[src/rtl/mre_pkg.sv]
// Shared definitions for the mean-relative-error accumulator: state encoding,
// fixed-point unit and a width sanity check for the accumulator/divider width.
package mre_pkg;

  localparam int OPW_DEF  = 4;
  localparam int FRAC_DEF = 16;
  localparam int ACCW_DEF = 32;
  localparam int CNTW_DEF = 16;

  localparam logic [ACCW_DEF-1:0] FRAC_ONE = ACCW_DEF'(1) << FRAC_DEF;

  typedef enum logic [2:0] {
    IDLE,
    DIV,
    ACC,
    MEAN,
    DONE
  } state_e;

  // (diff << FRAC) must fit in ACCW bits with one bit of headroom.
  function automatic bit accw_ok(input int accw, input int opw, input int frac);
    return accw >= 2 * opw + frac + 1;
  endfunction

endpackage

[src/rtl/seq_divider.sv]
// Unsigned restoring divider, one quotient bit per cycle. The first bit is
// resolved in the start cycle, so the quotient is ready W cycles after start.
module seq_divider #(
  parameter int W = 32
) (
  input  logic         clk,
  input  logic         rst,
  input  logic         start,
  input  logic [W-1:0] num,
  input  logic [W-1:0] den,
  output logic         busy,
  output logic         done,
  output logic [W-1:0] quo
);

  localparam int CW = $clog2(W + 1);

  logic [W-1:0]  rem_q, rem_d;
  logic [W-1:0]  q_q, q_d;
  logic [W-1:0]  den_q, den_d;
  logic [CW-1:0] cnt_q, cnt_d;
  logic          busy_q, busy_d;
  logic          done_q, done_d;

  logic [W-1:0]  rem_in, n_in, d_in;
  logic [W:0]    trial;

  // A start while busy restarts the operation; this is how an abort is realised.
  always_comb begin
    // NOTE: every combinational output gets a default first so no latch is inferred.
    rem_d  = rem_q;
    q_d    = q_q;
    den_d  = den_q;
    cnt_d  = cnt_q;
    busy_d = busy_q;
    done_d = 1'b0;

    rem_in = start ? '0  : rem_q;
    n_in   = start ? num : q_q;
    d_in   = start ? den : den_q;
    trial  = {rem_in, n_in[W-1]};

    if (start || busy_q) begin
      den_d = d_in;
      if (trial >= {1'b0, d_in}) begin
        rem_d = W'(trial - {1'b0, d_in});
        q_d   = {n_in[W-2:0], 1'b1};
      end else begin
        rem_d = trial[W-1:0];
        q_d   = {n_in[W-2:0], 1'b0};
      end
      cnt_d  = start ? CW'(1) : cnt_q + 1'b1;
      busy_d = (cnt_d != CW'(W));
      done_d = (cnt_d == CW'(W));
    end
  end

  always_ff @(posedge clk or posedge rst) begin
    if (rst) begin
      rem_q  <= '0;
      q_q    <= '0;
      den_q  <= '0;
      cnt_q  <= '0;
      busy_q <= 1'b0;
      done_q <= 1'b0;
    end else begin
      // NOTE: sequential state uses non-blocking assignments so every flop samples pre-edge values.
      rem_q  <= rem_d;
      q_q    <= q_d;
      den_q  <= den_d;
      cnt_q  <= cnt_d;
      busy_q <= busy_d;
      done_q <= done_d;
    end
  end

  assign busy = busy_q;
  assign done = done_q;
  assign quo  = q_q;

endmodule

[src/rtl/mre_accumulator.sv]
// Error-characterisation stage behind an approximate multiplier: accumulates
// per-sample relative error |approx-exact|/exact and reports the sweep mean.
module mre_accumulator
  import mre_pkg::*;
#(
  parameter int OPW  = OPW_DEF,
  parameter int FRAC = FRAC_DEF,
  parameter int ACCW = ACCW_DEF,
  parameter int CNTW = CNTW_DEF
) (
  input  logic             clk,
  input  logic             rst,
  input  logic             in_valid,
  output logic             in_ready,
  input  logic [OPW-1:0]   in_a,
  input  logic [OPW-1:0]   in_b,
  input  logic [2*OPW-1:0] in_approx,
  input  logic             in_last,
  input  logic             clr,
  output logic [ACCW-1:0]  err_sum,
  output logic [CNTW-1:0]  sample_cnt,
  output logic [CNTW-1:0]  cnt_ge,
  output logic [CNTW-1:0]  cnt_lt,
  output logic [ACCW-1:0]  mean_err,
  output logic             overflow,
  output logic             done
);

  localparam int PW = 2 * OPW;

  if (!accw_ok(ACCW, OPW, FRAC)) begin : g_bad_accw
    $error("mre_accumulator: ACCW too narrow for OPW/FRAC");
  end

  state_e          state_q, state_d;
  logic            rdy_q, rdy_d;
  logic [PW-1:0]   exact_q, exact_d;
  logic            ge_q, ge_d;
  logic            last_q, last_d;
  logic [ACCW-1:0] err_q, err_d;
  logic [ACCW-1:0] sum_q, sum_d;
  logic [CNTW-1:0] cnt_q, cnt_d;
  logic [CNTW-1:0] ge_cnt_q, ge_cnt_d;
  logic [CNTW-1:0] lt_cnt_q, lt_cnt_d;
  logic [ACCW-1:0] mean_q, mean_d;
  logic            ovf_q, ovf_d;

  logic [PW-1:0]   exact_in, diff_in;
  logic            accept;
  logic [ACCW:0]   sum_ext;
  logic            div_start, div_busy, div_done;
  logic [ACCW-1:0] div_num, div_den, div_quo;

  assign exact_in = PW'(in_a) * PW'(in_b);
  assign diff_in  = (in_approx >= exact_in) ? in_approx - exact_in : exact_in - in_approx;
  assign accept   = (state_q == IDLE) && rdy_q && in_valid && !clr;
  assign sum_ext  = {1'b0, sum_q} + {1'b0, err_q};

  always_comb begin
    state_d   = state_q;
    exact_d   = exact_q;
    ge_d      = ge_q;
    last_d    = last_q;
    err_d     = err_q;
    sum_d     = sum_q;
    cnt_d     = cnt_q;
    ge_cnt_d  = ge_cnt_q;
    lt_cnt_d  = lt_cnt_q;
    mean_d    = mean_q;
    ovf_d     = ovf_q;
    div_start = 1'b0;
    div_num   = '0;
    div_den   = '0;
    // Ready is registered so it stays low one cycle past the return to IDLE.
    rdy_d     = (state_q == IDLE) && !accept;

    unique case (state_q)
      IDLE: begin
        if (accept) begin
          exact_d = exact_in;
          ge_d    = (in_approx >= exact_in);
          last_d  = in_last;
          if (exact_in != '0) begin
            div_start = 1'b1;
            div_num   = ACCW'(diff_in) << FRAC;
            div_den   = ACCW'(exact_in);
            state_d   = DIV;
          end else begin
            err_d   = '0;
            state_d = ACC;
          end
        end
      end
      DIV: begin
        if (div_done && !div_busy) begin
          err_d   = div_quo;
          state_d = ACC;
        end
      end
      ACC: begin
        if (sum_ext[ACCW]) begin
          sum_d = '1;
          ovf_d = 1'b1;
        end else begin
          sum_d = sum_ext[ACCW-1:0];
        end
        if (cnt_q == '1) ovf_d = 1'b1;
        else             cnt_d = cnt_q + 1'b1;
        if (exact_q != '0) begin
          if (ge_q) begin
            if (ge_cnt_q == '1) ovf_d = 1'b1;
            else                ge_cnt_d = ge_cnt_q + 1'b1;
          end else begin
            if (lt_cnt_q == '1) ovf_d = 1'b1;
            else                lt_cnt_d = lt_cnt_q + 1'b1;
          end
        end
        if (last_q) begin
          div_start = 1'b1;
          div_num   = sum_d;
          div_den   = ACCW'(cnt_d);
          state_d   = MEAN;
        end else begin
          state_d = IDLE;
        end
      end
      MEAN: begin
        if (div_done && !div_busy) begin
          mean_d  = div_quo;
          state_d = DONE;
        end
      end
      DONE: ;
      default: state_d = IDLE;
    endcase

    if (clr) begin
      state_d   = IDLE;
      rdy_d     = 1'b1;
      exact_d   = '0;
      ge_d      = 1'b0;
      last_d    = 1'b0;
      err_d     = '0;
      sum_d     = '0;
      cnt_d     = '0;
      ge_cnt_d  = '0;
      lt_cnt_d  = '0;
      mean_d    = '0;
      ovf_d     = 1'b0;
      div_start = 1'b0;
    end
  end

  always_ff @(posedge clk or posedge rst) begin
    if (rst) begin
      state_q  <= IDLE;
      rdy_q    <= 1'b1;
      exact_q  <= '0;
      ge_q     <= 1'b0;
      last_q   <= 1'b0;
      err_q    <= '0;
      sum_q    <= '0;
      cnt_q    <= '0;
      ge_cnt_q <= '0;
      lt_cnt_q <= '0;
      mean_q   <= '0;
      ovf_q    <= 1'b0;
    end else begin
      state_q  <= state_d;
      rdy_q    <= rdy_d;
      exact_q  <= exact_d;
      ge_q     <= ge_d;
      last_q   <= last_d;
      err_q    <= err_d;
      sum_q    <= sum_d;
      cnt_q    <= cnt_d;
      ge_cnt_q <= ge_cnt_d;
      lt_cnt_q <= lt_cnt_d;
      mean_q   <= mean_d;
      ovf_q    <= ovf_d;
    end
  end

  seq_divider #(.W(ACCW)) u_div (
    .clk   (clk),
    .rst   (rst),
    .start (div_start),
    .num   (div_num),
    .den   (div_den),
    .busy  (div_busy),
    .done  (div_done),
    .quo   (div_quo)
  );

  assign in_ready   = rdy_q;
  assign err_sum    = sum_q;
  assign sample_cnt = cnt_q;
  assign cnt_ge     = ge_cnt_q;
  assign cnt_lt     = lt_cnt_q;
  assign mean_err   = mean_q;
  assign overflow   = ovf_q;
  assign done       = (state_q == DONE);

endmodule

[config.mk]
export PLATFORM = sky130hd
export DESIGN_NAME = mre_accumulator
export DESIGN_NICKNAME = d
export VERILOG_FILES = /design/src/rtl/mre_pkg.sv /design/src/rtl/seq_divider.sv /design/src/rtl/mre_accumulator.sv
export SDC_FILE = /design/constraint.sdc
export NUM_CORES = 1
export LEC_CHECK = 0
export ABC_AREA = 0
export CELL_PAD_IN_SITES_DETAIL_PLACEMENT = 0
export CELL_PAD_IN_SITES_GLOBAL_PLACEMENT = 2
export CORE_UTILIZATION = 37
export CTS_BUF_LIST = sky130_fd_sc_hd__clkbuf_4 sky130_fd_sc_hd__clkbuf_8
export DETAILED_ROUTE_END_ITERATION = 8
export GPL_ROUTABILITY_DRIVEN = 0
export PLACE_DENSITY_LB_ADDON = 0.25
export SKIP_LAST_GASP = 1
export SYNTH_ARGS = -nofsm -noshare
export SYNTH_HDL_FRONTEND = slang
export SYNTH_SLANG_ARGS = --single-unit
export TNS_END_PERCENT = 5
[constraint.sdc]
create_clock -name clk -period 9.14 [get_ports clk]
set_input_delay 0.914 -clock clk [delete_from_list [all_inputs] [get_ports clk]]
set_output_delay 0.914 -clock clk [all_outputs]
set_load 0.01 [all_outputs]
==> results.cfg, run 1 <==
[yosys]
syn_area_mm2 = 0.01639
async_flop_share = 1.000
yosys.area.top_type = dfrtp_1
synth_cell_types = 85
synth_top_area_share = 0.3999
synth_nets = 2024
avgSynthCellArea_um2 = 8.629
synthTopCellsByArea = dfrtp_1 40%, ha_1 7.3%, nand2_1 6.5%
ys_seq_area_frac = 0.4015
synthCells = 1900
synth-edff-count = 0
synth_seq_cells = 263
synth_flop_cell = dfrtp_1
yosysWarnings = 0

[setup_path]
rrSetupSlack_ns = 2.88
cp.required_ns = 9.66
cp_slowest_stage_delay_ns = 0.66
end_kind = flip-flop
start_kind = primary input
cp_top_family = compound AO/OA/AOI/OAI gates
crit_type = in -> reg
cp_num_buf_inv = 2
cp_max_fo = 36
crit_arrival_ns = 8.23
critPathSlowestCell = a221o_2

[floorplanning]
die_x_um = 212.5
dieArea_mm2 = 0.04515
die_h_um = 212.5
rows = 76
start_util = 0.3781
core_mm2 = 0.04336
num_io_pins = 136

[power]
power.density_mw_per_mm2 = 262.9
internal_power_mw = 3.074
finalPower_mw = 5.113
power_frac_clock = 0.256
switching_power_mw = 2.038
ir_drop_mv = 0.1225
seq_power_share = 0.313
power.leakage_nw = 8.694
switching_share = 0.3987
p_comb_frac = 0.431

[global_routing]
grt_max_degree = 146
grt_overflow_total = 0
grt_first_pass_wirelength_mm = 77.76
grt_pass1_vias = 13770
antenna_found_initial = 1
grt.total_usage = 0.2193

[sta]
drv_slew = 0
finalCritPeriodShare = 0.8432
max_freq_ghz = 0.1298
tns_ns = 0
skew_ns = 0.03969
relSlewSlack = 0.2927
tightest_slew_ns = 1.054
rsz0062_at_grt = false
finalSetupViolCount = 0
layout_min_cycle_time_ns = 7.707
timing_hold_violations_final = 0

[route]
drt-total-wl_mm = 48.41
drc = 0
dr.pass1.iters = 5
wl_met1_mm = 23.38
wl_met2_mm = 21.73
num_vias = 13960
viasPerCell = 5.281
met3_length_mm = 2.152
drtAntennaViolNets = 0
wl_per_cell_um = 18.32
drt_iter0_markers = 894
top_layer = met4

[clock_network]
cts.sinks = 263
cts_buffers = 51
cts_tree = yes
cts_max_path_buffers = 3
root_buffer = clkbuf_8
cts_setup_buffers = 0
clkTransAtPathRegs_ns = 0.06
clk_latency_ns = 0.66
cts_hold_buf = 0
htreeDepth = 2
post_cts_resize_count = 0

[place]
dp_cells = 2550
portBuffers = 135
place_hpwl_mm = 33.79

[finish]
post-route-util = 0.4485
regArea_mm2 = 0.006584
fill_cells = 4345
multi_input_area_mm2 = 0.009125
areaGrowthSynthToFinish_pct = 18.61
layoutNonFillerInstCount = 2643
antenna_cells = 0
drive_gt1_frac = 0.08066
fin_nets = 2142

[status]
outcome = finished clean

[hold_path]
min_path_type = reg -> reg

[flow_run]
cap_violations = 0
## worst paths after layout
path	from	to	cells past startpoint
worst max-delay path	in_b[3]	u_div.rem_q[10]$_DFFE_PP0N_	25
worst min register to register	u_div.den_q[16]$_DFFE_PP0N_	u_div.den_q[16]$_DFFE_PP0N_	2
worst min-delay path	u_div.den_q[16]$_DFFE_PP0N_	u_div.den_q[16]$_DFFE_PP0N_	2
max in group asynchronous	rst	u_div.den_q[23]$_DFFE_PP0N_	3
worst max register to register	sample_cnt[0]$_DFFE_PP0N_	u_div.rem_q[10]$_DFFE_PP0N_	22
min in group asynchronous	rst	err_sum[26]$_DFFE_PP0N_	2
## state kept, by name, summed over array words and instances (netlist names), 32 cells and up
| register | flops |
|---|---|
| err_sum | 32 |
| err_q | 32 |
| u_div.quo | 32 |
| u_div.den_q | 32 |
| mean_err | 32 |
| u_div.rem_q | 32 |
## placed cells by master, fill, tap and decap left out, types with 16 or more instances in the layout
cell type and count:
mux2_2 17, a21o_1 26, ha_1 95, and3_1 21, nor2_1 188, o21ai_0 124
clkbuf_8 61, nand3_1 43, clkdlybuf4s50_1 134, xor2_1 52, xnor2_1 54, nand2_1 283
a21oi_1 147, and2_1 44, nor3_1 23, clkbuf_4 21, o211ai_1 17, o21ai_1 21
a211oi_1 29, dfrtp_1 261, nand2b_1 18, o22ai_1 16, buf_4 21, mux2i_1 29
inv_1 86
## worst register-to-register path, delay by kind of cell (launching register included)
| family | cells | cell delay (ns) |
|---|---|---|
| AO/OA/AOI/OAI | 8 | 2.45 |
| AND/OR/NAND/NOR | 10 | 2.33 |
| adder cells (fa/ha/maj) | 2 | 0.52 |
| flip-flops | 1 | 0.46 |
| multiplexers | 1 | 0.30 |
| buffers and inverters | 1 | 0.09 |
## per-layer routing
layer | GRT usage | vias up
met5 | 0 | -
met4 | 0.07045 | 0
met3 | 0.03264 | 73
met2 | 0.3412 | 261
met1 | 0.3114 | 6708
li1 | - | 6916
## synth_stat cells, drive strengths merged (16+ instances only)
library cell,n
nor2,192
nand2b,19
mux2,17
xor2,52
a211oi,29
o22ai,16
o21ai,145
ha,95
dfrtp,262
o211ai,18
clkbuf,76
nand2,284
and3,21
a21o,26
nor3,26
a21oi,151
nand3,43
and2,45
xnor2,54
buf,16
mux2i,29
inv,88
## power by group through the flow
stage               Sequential, mW  Clock, mW  Combinational [mW]
floorplan                     1.54          0                1.71
global placement              1.62          0                2.18
detailed placement            1.62          0                2.20
CTS                           1.60       1.35                2.21
global route                  1.63       1.40                2.48
finish                        1.60       1.31                2.20
## metrics by stage
stage | area (um2) | hold slack [ns] | setup WS, ns
after floorplan | 16390 | 0.4326 | 0.9875
after global placement | 18320 | 0.4469 | 1.009
after detailed placement | 18320 | 0.4546 | 0.7746
after CTS | 19450 | 0.4685 | 1.475
after global routing | 19450 | 0.4738 | 0.8737
final | 19450 | 0.4633 | 1.433
## cell families (layout without fill, tap and decap cells)
group	after synthesis	after routing	synth area share
buf+inv	180	338	0.04365
mux	46	46	0.02938
compound gates	503	503	0.1929
fa+ha+maj	103	103	0.08227
flops	263	263	0.4015
xor+xnor	106	106	0.05663
simple gates	699	699	0.1937
## cell type report
type	count	area share
multi-input cells	1457	0.4692
repair buffers	157	0.07914
flip-flops and latches	263	0.3386
clock inverters	11	0.006756
inverters	88	0.01737
clock buffers	82	0.05128
well taps	585	0.03764
(Power assumes the default switching activity.)
==> inputs of run 2 (changes only) <==
--- a/config.mk
+++ b/config.mk
@@ -8,7 +8,7 @@
 export ABC_AREA = 0
 export CELL_PAD_IN_SITES_DETAIL_PLACEMENT = 0
 export CELL_PAD_IN_SITES_GLOBAL_PLACEMENT = 2
-export CORE_UTILIZATION = 37
+export CORE_UTILIZATION = 34
 export CTS_BUF_LIST = sky130_fd_sc_hd__clkbuf_4 sky130_fd_sc_hd__clkbuf_8
 export DETAILED_ROUTE_END_ITERATION = 8
 export GPL_ROUTABILITY_DRIVEN = 0
==> constraint.sdc (replaced) <==
create_clock -name clk -period 6.3 [get_ports clk]
set_input_delay 0.63 -clock clk [delete_from_list [all_inputs] [get_ports clk]]
set_output_delay 0.63 -clock clk [all_outputs]
set_load 0.01 [all_outputs]
==> run 2 against run 1 <==
Compared with the run above: wire length increased by 5.7%; setup slack got worse by 1.0 ns; worst hold slack got worse by 0.15 ns; combinational power increased by 80%; highest routed layer unchanged; register-to-register slack got worse by 2.2 ns; critical path type unchanged; flip-flop and latch count unchanged; cell area increased by 7.8%; clock skew decreased by 0.0019 ns; count of clock-buffer cells in the layout increased by 4.
==> results.cfg, run 2 (synthesis gave the netlist of run 1 again) <==
[global_routing]
grt_overflow_total = 0
grt_first_pass_wirelength_mm = 81.74
grt_max_degree = 137
grt_pass1_vias = 14720
grt.total_usage = 0.2079
antenna_found_initial = 2

[power]
power_frac_clock = 0.227
p_comb_frac = 0.487
power.leakage_nw = 9.590
power.density_mw_per_mm2 = 387.4
switching_power_mw = 3.099
seq_power_share = 0.286
switching_share = 0.3815
internal_power_mw = 5.024
ir_drop_mv = 0.2092

[floorplanning]
die_x_um = 221.6
die_h_um = 221.6
dieArea_mm2 = 0.04910
start_util = 0.3441
rows = 80
num_io_pins = 136
core_mm2 = 0.04765

[setup_path]
rr_worst_depth = 24
cp_top_family = compound AO/OA/AOI/OAI gates
end_kind = flip-flop
start_kind = primary input
cp.required_ns = 6.80
critPathSlowestCell = clkdlybuf4s50_1
r2r_start = err_sum[0]$_DFFE_PP0N_
cp_num_buf_inv = 5
cp_slowest_stage_delay_ns = 0.42
crit_arrival_ns = 6.39
rr_endpoint = u_div.rem_q[28]$_DFFE_PP0N_
crit_type = in -> reg
rrSetupSlack_ns = 0.70
cp_max_fo = 14

[finish]
layoutNonFillerInstCount = 2837
post-route-util = 0.4400
mostFrequentLayoutCell = nand2_1
final_design_area_no_fill_mm2 = 0.02097
layout.cells.most_common_list = 281 x nand2_1, 261 x dfrtp_1, 188 x nor2_1, 178 x buf_4, 144 x a21oi_1
drive_gt1_frac = 0.1562
areaGrowthSynthToFinish_pct = 27.89
fin_nets = 2307

[route]
drtAntennaViolNets = 0
dr.pass1.iters = 5
num_vias = 14600
viasPerCell = 5.145
drt_iter0_markers = 729
wl_per_cell_um = 18.05
drt-total-wl_mm = 51.20
drc = 0

[sta]
drv_slew = 0
timing_hold_violations_final = 0
relSlewSlack = 0.4148
finalSetupViolCount = 0
finalCritPeriodShare = 0.9348
layout_min_cycle_time_ns = 5.889
max_freq_ghz = 0.1698
rsz0062_at_grt = false
skew_ns = 0.03774
tightest_slew_ns = 0.8778

[place]
portBuffers = 135
placement.cell_area_mm2 = 0.01952
place_hpwl_mm = 36.38
dp_cells = 2734

[clock_network]
clk_latency_ns = 0.64
cts_tree = yes
clkTransAtPathRegs_ns = 0.06
root_buffer = clkbuf_8
cts.sinks = 263
cts_max_path_buffers = 3
cts_hold_buf = 0
cts_buffers = 50
htreeDepth = 2

[hold_path]
min_path_type = in -> async

[flow_run]
cap_violations = 0

[status]
outcome = finished clean
[run 2: how the worst max path moves through the flow]
| stage | from | endpoint | slack [ns] | cells after the start |
|---|---|---|---|---|
| after global placement | in_a[0] | u_div.rem_q[10]$_DFFE_PP0N_ | -0.40 | 24 |
| after floorplan | in_b[3] | u_div.rem_q[8]$_DFFE_PP0N_ | -0.05 | 25 |
| after global routing | in_a[3] | u_div.rem_q[4]$_DFFE_PP0N_ | 0.14 | 28 |
| after CTS | in_b[3] | u_div.rem_q[28]$_DFFE_PP0N_ | 0.09 | 25 |
| after detailed placement | in_a[0] | u_div.rem_q[3]$_DFFE_PP0N_ | -0.59 | 26 |
| final | in_a[3] | u_div.rem_q[28]$_DFFE_PP0N_ | 0.41 | 28 |
[run 2: cell type report]
type / instances / area [um2]
Antenna cell: 1 / 2.502
Clock buffer: 86 / 1071
Clock inverter: 4 / 37.54
Fill cell: 4790 / 26680
Inverter: 88 / 334.1
Multi-Input combinational cell: 1457 / 9254
Sequential cell: 263 / 6584
Tap cell: 615 / 769.5
Timing Repair Buffer: 323 / 2914
[run 2: timing repair]
item | in CTS | in global routing
resized for setup | 0 | 36
endpoints found under the setup margin | 0 | 33
setup buffers | 0 | 9
[run 2: routing by layer]
| layer | wire, um | vias up | GRT usage |
|---|---|---|---|
| li1 | - | 7229 | - |
| met1 | 24250 | 7026 | 0.2833 |
| met2 | 23580 | 273 | 0.3350 |
| met3 | 2319 | 69 | 0.04135 |
| met4 | 1048 | 0 | 0.05645 |
| met5 | 0 | - | 0 |
[run 2: power groups by stage]
stage | clock network (mW) | logic (mW) | registers, mW
6_report | 1.84 | 3.95 | 2.32
5_1_grt | 1.98 | 4.41 | 2.37
4_1_cts | 1.91 | 3.82 | 2.32
3_5_place_dp | 0 | 3.80 | 2.35
3_3_place_gp | 0 | 3.77 | 2.35
2_1_floorplan | 0 | 2.48 | 2.23
[run 2: metrics by stage]
| step | total power [mW] | worst slack, ns | hold WS (ns) | TNS, ns |
|---|---|---|---|---|
| finish | 8.122 | 0.4105 | 0.3143 | 0 |
| global route | 8.759 | 0.1405 | 0.2890 | 0 |
| CTS | 8.049 | 0.08533 | 0.2698 | 0 |
| detailed placement | 6.142 | -0.5949 | 0.4577 | -17.30 |
| global placement | 6.112 | -0.3975 | 0.4516 | -11.14 |
| floorplan | 4.708 | -0.05172 | 0.4326 | -0.3182 |
[run 2: worst reg2reg max path: cells and delay by family (launching register included)]
| kind | cells | cell delay, ns |
|---|---|---|
| AND/OR/NAND/NOR | 4 | 0.53 |
| adder cells (fa/ha/maj) | 3 | 0.80 |
| AO/OA/AOI/OAI | 14 | 3.37 |
| flip-flops | 1 | 0.42 |
| buffers and inverters | 3 | 0.34 |
